File: src/rtl/sudoku_board_writer_if.sv
// Write/response channel of the Sudoku board writer.
// The master drives requests; the slave (board store) answers with a one-cycle response pulse.
interface sudoku_board_writer_if;
  logic       wr_valid;
  logic       wr_ready;
  logic [6:0] wr_index;
  logic [3:0] wr_digit;
  logic       wr_check;
  logic       wr_given;
  logic       resp_valid;
  logic       resp_ok;
  logic [6:0] resp_conflict;

  modport master (
    output wr_valid, wr_index, wr_digit, wr_check, wr_given,
    input  wr_ready, resp_valid, resp_ok, resp_conflict
  );

  modport slave (
    input  wr_valid, wr_index, wr_digit, wr_check, wr_given,
    output wr_ready, resp_valid, resp_ok, resp_conflict
  );
endinterface

File: src/rtl/sudoku_board_writer.sv
// 9x9 Sudoku board store: handshake writes with optional duplicate scan, sequenced clear, display read port.
// Build option SUDOKU_GIVEN_LOCK_EN adds per-cell locks for puzzle givens.
module sudoku_board_writer #(
  parameter int CELLS = 81,
  parameter int DIM   = 9,
  parameter int BOX   = 3
) (
  input  logic                 clk,
  input  logic                 rst_n,
  sudoku_board_writer_if.slave wr,
  input  logic                 clr_req,
  output logic                 busy,
  output logic                 board_full,
  input  logic [6:0]           rd_index,
  output logic [3:0]           rd_digit
);
  // state  | meaning
  // IDLE   | waiting for a write or a clear request
  // CHECK  | comparing cell j against the pending digit
  // COMMIT | write the cell unless rejected, pulse the response
  // CLEAR  | zeroing cell j and its lock
  typedef enum logic [1:0] {IDLE, CHECK, COMMIT, CLEAR} state_t;

  localparam logic [6:0] LAST     = 7'(CELLS - 1);
  localparam logic [6:0] NONE     = 7'd127;
  localparam logic [6:0] DIM7     = 7'(DIM);
  localparam logic [3:0] DIM4     = 4'(DIM);
  localparam logic [3:0] DIM_LAST = 4'(DIM - 1);
  localparam logic [3:0] BOX4     = 4'(BOX);
  localparam logic [6:0] FULL     = 7'(CELLS);

  state_t     state, state_next;
  logic [3:0] cells [CELLS];
  logic [6:0] j, idx, conf_idx, fill_count, resp_conflict_q;
  logic [3:0] j_row, j_col, idx_row, idx_col, digit;
  logic       rej_bad, rej_lock, resp_ok_q;
  logic       accept, req_bad, req_lock, scan_hit, same_box, commit_ok;
  logic [6:0] commit_conf;

  assign req_bad = (wr.wr_index > LAST) || (wr.wr_digit > DIM4);

`ifdef SUDOKU_GIVEN_LOCK_EN
  logic [CELLS-1:0] lock;
  logic             given;
  assign req_lock = !req_bad && lock[wr.wr_index] && !wr.wr_given;
`else
  logic unused_given;
  assign unused_given = wr.wr_given;
  assign req_lock     = 1'b0;
`endif

  always_ff @(posedge clk) begin
    if (!rst_n) state <= IDLE;
    else        state <= state_next;
  end

  always_comb begin
    state_next  = state;
    wr.wr_ready = 1'b0;
    accept      = 1'b0;
    case (state)
      IDLE: begin
        wr.wr_ready = rst_n && !clr_req;
        accept      = rst_n && !clr_req && wr.wr_valid;
        if (clr_req) begin
          state_next = CLEAR;
        end else if (accept) begin
          if (req_bad || req_lock || wr.wr_digit == 4'd0 || !wr.wr_check) state_next = COMMIT;
          else                                                            state_next = CHECK;
        end
      end
      CHECK:   if (j == LAST) state_next = COMMIT;
      COMMIT:  state_next = IDLE;
      CLEAR:   if (j == LAST) state_next = IDLE;
      default: state_next = IDLE;
    endcase
  end

  // Row/column counters track j so the scan needs no per-cycle division.
  always_ff @(posedge clk) begin
    if (!rst_n || !(state == CHECK || state == CLEAR)) begin
      j     <= 7'd0;
      j_row <= 4'd0;
      j_col <= 4'd0;
    end else begin
      j <= j + 7'd1;
      if (j_col == DIM_LAST) begin
        j_col <= 4'd0;
        j_row <= j_row + 4'd1;
      end else begin
        j_col <= j_col + 4'd1;
      end
    end
  end

  assign same_box  = (j_row / BOX4 == idx_row / BOX4) && (j_col / BOX4 == idx_col / BOX4);
  assign scan_hit  = (j != idx) && (cells[j] == digit) && ((j_row == idx_row) || (j_col == idx_col) || same_box);
  assign commit_ok = !rej_bad && !rej_lock && (conf_idx == NONE);
  assign commit_conf = rej_bad ? NONE : (rej_lock ? idx : conf_idx);

  always_ff @(posedge clk) begin
    if (!rst_n) begin
      for (int i = 0; i < CELLS; i++) cells[i] <= 4'd0;
      idx             <= 7'd0;
      idx_row         <= 4'd0;
      idx_col         <= 4'd0;
      digit           <= 4'd0;
      rej_bad         <= 1'b0;
      rej_lock        <= 1'b0;
      conf_idx        <= NONE;
      fill_count      <= 7'd0;
      resp_ok_q       <= 1'b0;
      resp_conflict_q <= NONE;
`ifdef SUDOKU_GIVEN_LOCK_EN
      lock            <= '0;
      given           <= 1'b0;
`endif
    end else begin
      case (state)
        IDLE: if (accept) begin
          idx      <= wr.wr_index;
          idx_row  <= 4'(wr.wr_index / DIM7);
          idx_col  <= 4'(wr.wr_index % DIM7);
          digit    <= wr.wr_digit;
          rej_bad  <= req_bad;
          rej_lock <= req_lock;
          conf_idx <= NONE;
`ifdef SUDOKU_GIVEN_LOCK_EN
          given    <= wr.wr_given;
`endif
        end
        // Only the first hit is kept, so the reported conflict is the lowest index.
        CHECK: if (scan_hit && conf_idx == NONE) conf_idx <= j;
        COMMIT: begin
          resp_ok_q       <= commit_ok;
          resp_conflict_q <= commit_conf;
          if (commit_ok) begin
            cells[idx] <= digit;
            if (cells[idx] == 4'd0 && digit != 4'd0)      fill_count <= fill_count + 7'd1;
            else if (cells[idx] != 4'd0 && digit == 4'd0) fill_count <= fill_count - 7'd1;
`ifdef SUDOKU_GIVEN_LOCK_EN
            if (given) lock[idx] <= 1'b1;
`endif
          end
        end
        CLEAR: begin
          cells[j]   <= 4'd0;
          fill_count <= 7'd0;
`ifdef SUDOKU_GIVEN_LOCK_EN
          lock[j]    <= 1'b0;
`endif
        end
        default: ;
      endcase
    end
  end

  assign wr.resp_valid    = (state == COMMIT);
  assign wr.resp_ok       = (state == COMMIT) ? commit_ok : resp_ok_q;
  assign wr.resp_conflict = (state == COMMIT) ? commit_conf : resp_conflict_q;
  assign busy             = (state != IDLE);
  assign board_full       = (fill_count == FULL);
  assign rd_digit         = (rd_index <= LAST) ? cells[rd_index] : 4'd0;
endmodule

File: src/flat_wrapper.sv
// flat-port wrapper written by rule: the top's interface ports become plain ports
module sudoku_board_writer_flat 
#(
  parameter int CELLS = 81,
  parameter int DIM   = 9,
  parameter int BOX   = 3
)
  (clk, rst_n, clr_req, busy, board_full, rd_index, rd_digit, wr_wr_valid, wr_wr_index, wr_wr_digit, wr_wr_check, wr_wr_given, wr_wr_ready, wr_resp_valid, wr_resp_ok, wr_resp_conflict);
  sudoku_board_writer_if wr_i ();
  input  logic clk;
  input  logic rst_n;
  input  logic clr_req;
  output logic busy;
  output logic board_full;
  input  logic [6:0] rd_index;
  output logic [3:0] rd_digit;
  input wire logic [$bits(wr_i.wr_valid)-1:0] wr_wr_valid;
  input wire logic [$bits(wr_i.wr_index)-1:0] wr_wr_index;
  input wire logic [$bits(wr_i.wr_digit)-1:0] wr_wr_digit;
  input wire logic [$bits(wr_i.wr_check)-1:0] wr_wr_check;
  input wire logic [$bits(wr_i.wr_given)-1:0] wr_wr_given;
  output wire logic [$bits(wr_i.wr_ready)-1:0] wr_wr_ready;
  output wire logic [$bits(wr_i.resp_valid)-1:0] wr_resp_valid;
  output wire logic [$bits(wr_i.resp_ok)-1:0] wr_resp_ok;
  output wire logic [$bits(wr_i.resp_conflict)-1:0] wr_resp_conflict;
  assign wr_i.wr_valid = wr_wr_valid;
  assign wr_i.wr_index = wr_wr_index;
  assign wr_i.wr_digit = wr_wr_digit;
  assign wr_i.wr_check = wr_wr_check;
  assign wr_i.wr_given = wr_wr_given;
  assign wr_wr_ready = wr_i.wr_ready;
  assign wr_resp_valid = wr_i.resp_valid;
  assign wr_resp_ok = wr_i.resp_ok;
  assign wr_resp_conflict = wr_i.resp_conflict;
  sudoku_board_writer #(.CELLS(CELLS), .DIM(DIM), .BOX(BOX)) u_core (.clk(clk), .rst_n(rst_n), .wr(wr_i), .clr_req(clr_req), .busy(busy), .board_full(board_full), .rd_index(rd_index), .rd_digit(rd_digit));
endmodule
File: config.mk
export PLATFORM = sky130hd
export DESIGN_NAME = sudoku_board_writer_flat
export DESIGN_NICKNAME = d
export VERILOG_FILES = /design/src/rtl/sudoku_board_writer_if.sv /design/src/rtl/sudoku_board_writer.sv /design/src/flat_wrapper.sv
export SDC_FILE = /design/constraint.sdc
export NUM_CORES = 1
export LEC_CHECK = 0
export ABC_CLOCK_PERIOD_IN_PS = 10500
export BUFFER_PORTS_ARGS = -buffer_cell sky130_fd_sc_hd__buf_4
export CAP_MARGIN = 25
export CORE_UTILIZATION = 45
export CTS_BUF_LIST = sky130_fd_sc_hd__clkbuf_4 sky130_fd_sc_hd__clkbuf_8
export DETAILED_ROUTE_END_ITERATION = 12
export PLACE_DENSITY = 0.67
export SETUP_SLACK_MARGIN = 0.1
export SYNTH_ARGS = -nofsm -noshare
export SYNTH_HDL_FRONTEND = slang
export SYNTH_SLANG_ARGS = --single-unit
export TNS_END_PERCENT = 20
File: constraint.sdc
create_clock -name clk -period 10.5 [get_ports clk]
set_input_delay 0.525 -clock clk [delete_from_list [all_inputs] [get_ports clk]]
set_output_delay 0.525 -clock clk [all_outputs]
set_load 0.03 [all_outputs]
==> results_tabular.tex <==
\begin{tabular}{lr}
\hline
Metric & Value \\
\hline
\multicolumn{2}{l}{\textbf{Status}} \\
Outcome & completed \\
\multicolumn{2}{l}{\textbf{Worst setup path}} \\
Capture instance of the worst register-to-register path & u\_core.fill\_count[6] \\
Count of buffer and inverter cells on the critical path & 2 \\
Highest fanout seen on the critical path & 54 \\
Path type of the worst setup path & reg2reg \\
Crit path arrival time & 6.34 ns \\
Biggest cell delay along the critical path & 0.66 ns \\
Critical Path End Type & flip-flop \\
Nature of the critical path startpoint & flip-flop \\
Critical path required time & 11.09 ns \\
Setup slack of the most critical reg-to-reg path & 4.76 ns \\
Cell with the largest stage delay on the worst path & buf\_4 \\
Most numerous cell on the critical path & a21oi\_1 \\
Cell family contributing the most delay on the critical path & multiplexers \\
Worst R2R Path Depth & 19 \\
Cells along the critical path & buf\_4 > a21oi\_1 > mux4\_2 > nor3\_1 > a21oi\_1 > mux4\_2 > mux2i\_1 > ha\_1 > inv\_1 > ha\_1 > nor2b\_1 > o21ai\_0 > nand2b\_1 > a21o\_1 > a21oi\_1 > xnor2\_1 > mux2\_2 > a21oi\_1 > nor2\_1 \\
\multicolumn{2}{l}{\textbf{Synthesis}} \\
Synthesized net count & 2752 \\
Ys Warns & 0 \\
Flop and latch count out of synthesis & 578 \\
Netlist cell types & 76 \\
Share of async-settable or async-resettable flops after synthesis & 0 \\
EDFF count, synth & 512 \\
Register area share after synthesis & 0.5287 \\
Most used flip-flop cell after synthesis & edfxtp\_1 \\
Synthesized area divided by synthesized cell count & 11.68 µm² \\
Post-Synthesis Cells & 2704 \\
Post-synthesis instance area & 31580 µm² \\
\multicolumn{2}{l}{\textbf{STA}} \\
Final hold violations & 0 \\
Headroom to the max-slew limit & 0.2709 \\
Post-Route Setup TNS & 0 ns \\
Final Skew & 0.04436 ns \\
Total count of max-transition violations in the final report & 0 \\
Highest Clock Rate & 174.1 MHz \\
Setup repair after global routing missed its margin & no \\
Final Setup Violations & 0 \\
Fin crit share & 0.5469 \\
Clock period minus final worst setup slack & 5.743 ns \\
Slew of the pin with the lowest slew margin & 1.091 ns \\
\multicolumn{2}{l}{\textbf{CTS}} \\
Deepest clock path buffer count & 3 \\
Number of buffers added for setup after CTS & 0 \\
CTS sink cnt & 578 \\
Post-CTS sizing & 0 \\
Worst-Skew Late Latency & 0.74 ns \\
CTS Hold Bufs & 0 \\
Clk pin slew, worst setup/hold paths & 0.06 ns \\
Number of buffers added by the clock tree synthesis step & 93 \\
Total number of H-tree levels & 3 \\
Clock tree from TritonCTS & done \\
Clock root buffer & clkbuf\_8 \\
\multicolumn{2}{l}{\textbf{Final layout}} \\
Area growth from synthesis to layout & 9.374\% \\
Number of cells in the finished layout apart from fillers & 3691 \\
Number of inserted filler cells in the final layout & 6035 \\
Fraction of layout cells with a size suffix above 1 & 0.1617 \\
Nets@finish & 2734 \\
\multicolumn{2}{l}{\textbf{Detailed routing}} \\
Drt pass-1 iters & 6 \\
Post-DRT Antenna Nets & 0 \\
Detailed route wirelength on metal3 & 13.25 mm \\
Routed Wire Length & 102.3 mm \\
Post-detailed-route DRC marker count & 0 \\
Post-DR wirelength/cell & 27.72 µm \\
Total via count after detailed routing & 24715 \\
Detailed router's first-iteration violation count & 3532 \\
Drt via density & 6.696 \\
Highest metal layer used by the detailed router & met4 \\
Met2 routed WL & 45.98 mm \\
Met1 wire length & 37.18 mm \\
\multicolumn{2}{l}{\textbf{Floorplan}} \\
Site row count & 96 \\
Horiz. Die Dim & 266.9 µm \\
Top-Level Pins & 40 \\
Die Ht & 266.9 µm \\
Die footprint & 71240 µm² \\
Effective utilization at floorplan & 0.4572 \\
Placeable Area & 69070 µm² \\
\multicolumn{2}{l}{\textbf{Power and ir drop}} \\
Leakage power figure & 0.01078 µW \\
Cell area power density & 150.2 nW/µm² \\
Final Power & 5187 µW \\
Worst voltage drop across the vdd grid & 0.00008546 V \\
\multicolumn{2}{l}{\textbf{GRT}} \\
Number of antenna violations at the first check in global routing & 1 \\
Number of global-route vias before repair & 24217 \\
Overall Global Routing Usage & 0.2880 \\
Largest net degree at the start of global routing & 89 \\
First-pass GRT wire length & 151.6 mm \\
Gr ovfl total & 0 \\
\multicolumn{2}{l}{\textbf{Min path}} \\
Destination of the worst hold path & u\_core.digit[1] \\
Depth of the worst hold-timing path & 3 \\
Origin of the worst min-delay path & wr\_wr\_digit[1] \\
Min-Delay Path Class & in2reg \\
\multicolumn{2}{l}{\textbf{Placed design}} \\
Gpl congestion & 0.9599 \\
Port Buf Inserts & 38 \\
DP Cell Count & 3520 \\
Estimated wirelength of the detail-placed design & 67.92 mm \\
\multicolumn{2}{l}{\textbf{Job}} \\
Count of max-cap constraint violations & 0 \\
\hline
\end{tabular}
layer usage:
metal  vias to the layer above  GRT usage
li1                      10371          -
met1                     12138     0.3650
met2                      1804     0.4442
met3                       402    0.08156
met4                         0     0.1608
met5                         -          0
kinds of logic (layout without fill, tap and decap cells):
logic type | Yosys count | count (layout) | share of synthesized area
AND/OR/NAND/NOR | 1012 | 1012 | 0.1432
XOR/XNOR | 44 | 44 | 0.01220
multiplexers | 351 | 351 | 0.1777
flip-flops | 578 | 578 | 0.5287
adder cells (fa/ha/maj) | 24 | 24 | 0.009747
buffers and inverters | 238 | 293 | 0.03197
other | 0 | 1 | 0
AO/OA/AOI/OAI | 457 | 457 | 0.09644
stage by stage:
step                      setup slack, ns    util  instance area [µm²]  hold WS, ns
after floorplan                     6.249       -                31580       0.4508
after global placement              4.931  0.4716                32580       0.4829
after detailed placement            4.934  0.4723                32620       0.4865
after CTS                           4.911  0.4995                34500      0.05046
after global routing                4.535  0.5001                34540      0.07115
final                               4.757  0.5001                34540      0.07077
power breakdown:
group | switching, µW | internal (µW) | total, µW
Sequential | 63.7 | 2550 | 2610
Combinational | 347 | 220 | 568
Clock | 926 | 1080 | 2000
flip-flops by register name, summed over array words and instances (netlist names), named ones only:
signal                  count
u_core.idx                  7
u_core.cells              512
u_core.rej_bad              1
u_core.conf_idx             7
u_core.fill_count           7
u_core.j_row                4
u_core.j                    7
u_core.resp_ok_q            1
u_core.digit                4
u_core.j_col                4
u_core.idx_col              4
u_core.resp_conflict_q      7
u_core.state                2
u_core.idx_row              4
worst max-delay path by stage:
stage                          from                    to  slack [ns]  depth (start not counted)
after floorplan           flip-flop  u_core.fill_count[6]        6.25                         23
after global placement    flip-flop  u_core.fill_count[6]        4.93                         19
after detailed placement  flip-flop  u_core.fill_count[6]        4.93                         19
after CTS                 flip-flop  u_core.fill_count[6]        4.91                         19
after global routing      flip-flop  u_core.fill_count[6]        4.53                         19
final                     flip-flop  u_core.fill_count[6]        4.76                         19
worst min-delay path, cell delays in order:
cell and delay, ns:
buf_4 0.11, nand2_1 0.05, a21oi_1 0.05
synthesized netlist by cell type, types with 5 or more instances:
cell / count / area share
a21oi_1: 114 / 0.018
and2_0: 7 / 0.0014
nor4_1: 95 / 0.019
nor3_1: 64 / 0.010
and2_1: 7 / 0.0014
nand3_1: 28 / 0.0044
clkbuf_1: 139 / 0.017
o22a_1: 8 / 0.0022
nor2b_1: 21 / 0.0042
mux2i_1: 179 / 0.057
buf_1: 25 / 0.0030
nand3b_1: 10 / 0.0024
o21ai_0: 91 / 0.014
clkinv_1: 5 / 0.00059
ha_1: 23 / 0.0091
buf_4: 11 / 0.0026
a22oi_1: 33 / 0.0078
dfxtp_1: 66 / 0.042
o221ai_1: 51 / 0.014
inv_1: 30 / 0.0036
o211ai_1: 7 / 0.0017
a21o_1: 5 / 0.0012
nand4_1: 10 / 0.0020
mux4_2: 166 / 0.12
a211oi_1: 34 / 0.0081
mux2_2: 5 / 0.0018
buf_2: 21 / 0.0033
nor2_1: 493 / 0.059
o311ai_0: 5 / 0.0014
xnor2_1: 29 / 0.0080
edfxtp_1: 512 / 0.49
o31ai_1: 9 / 0.0021
xor2_1: 15 / 0.0042
o22ai_1: 28 / 0.0055
nand2_1: 208 / 0.025
a31oi_1: 16 / 0.0032
or2_2: 14 / 0.0028
buf_6: 5 / 0.0018
nand2b_1: 29 / 0.0057
and3_1: 5 / 0.00099
a221oi_1: 18 / 0.0050
placed cells by master, fill, tap and decap left out, drive strengths merged, types with 66 or more instances in the layout:
cell / Yosys / final
nand2: 208 / 208
edfxtp: 512 / 512
nor4: 95 / 95
o21ai: 92 / 92
clkbuf: 139 / 125
mux2i: 179 / 179
buf: 63 / 88
mux4: 167 / 167
a21oi: 114 / 114
dfxtp: 66 / 66
nor2: 493 / 493
cell type report:
cell class	instances	area, µm²	area share
inverter	36	135.1	0.003912
multi-input combinational	1888	13910	0.4028
antenna	1	2.502	0.00007245
clock inverter	44	334.1	0.009672
clock buffer	124	1544	0.04470
timing repair buffer	89	734.5	0.02126
tap	931	1165	0.03372
sequential	578	16710	0.4838
No activity file was read; power rests on OpenSTA's default activity.
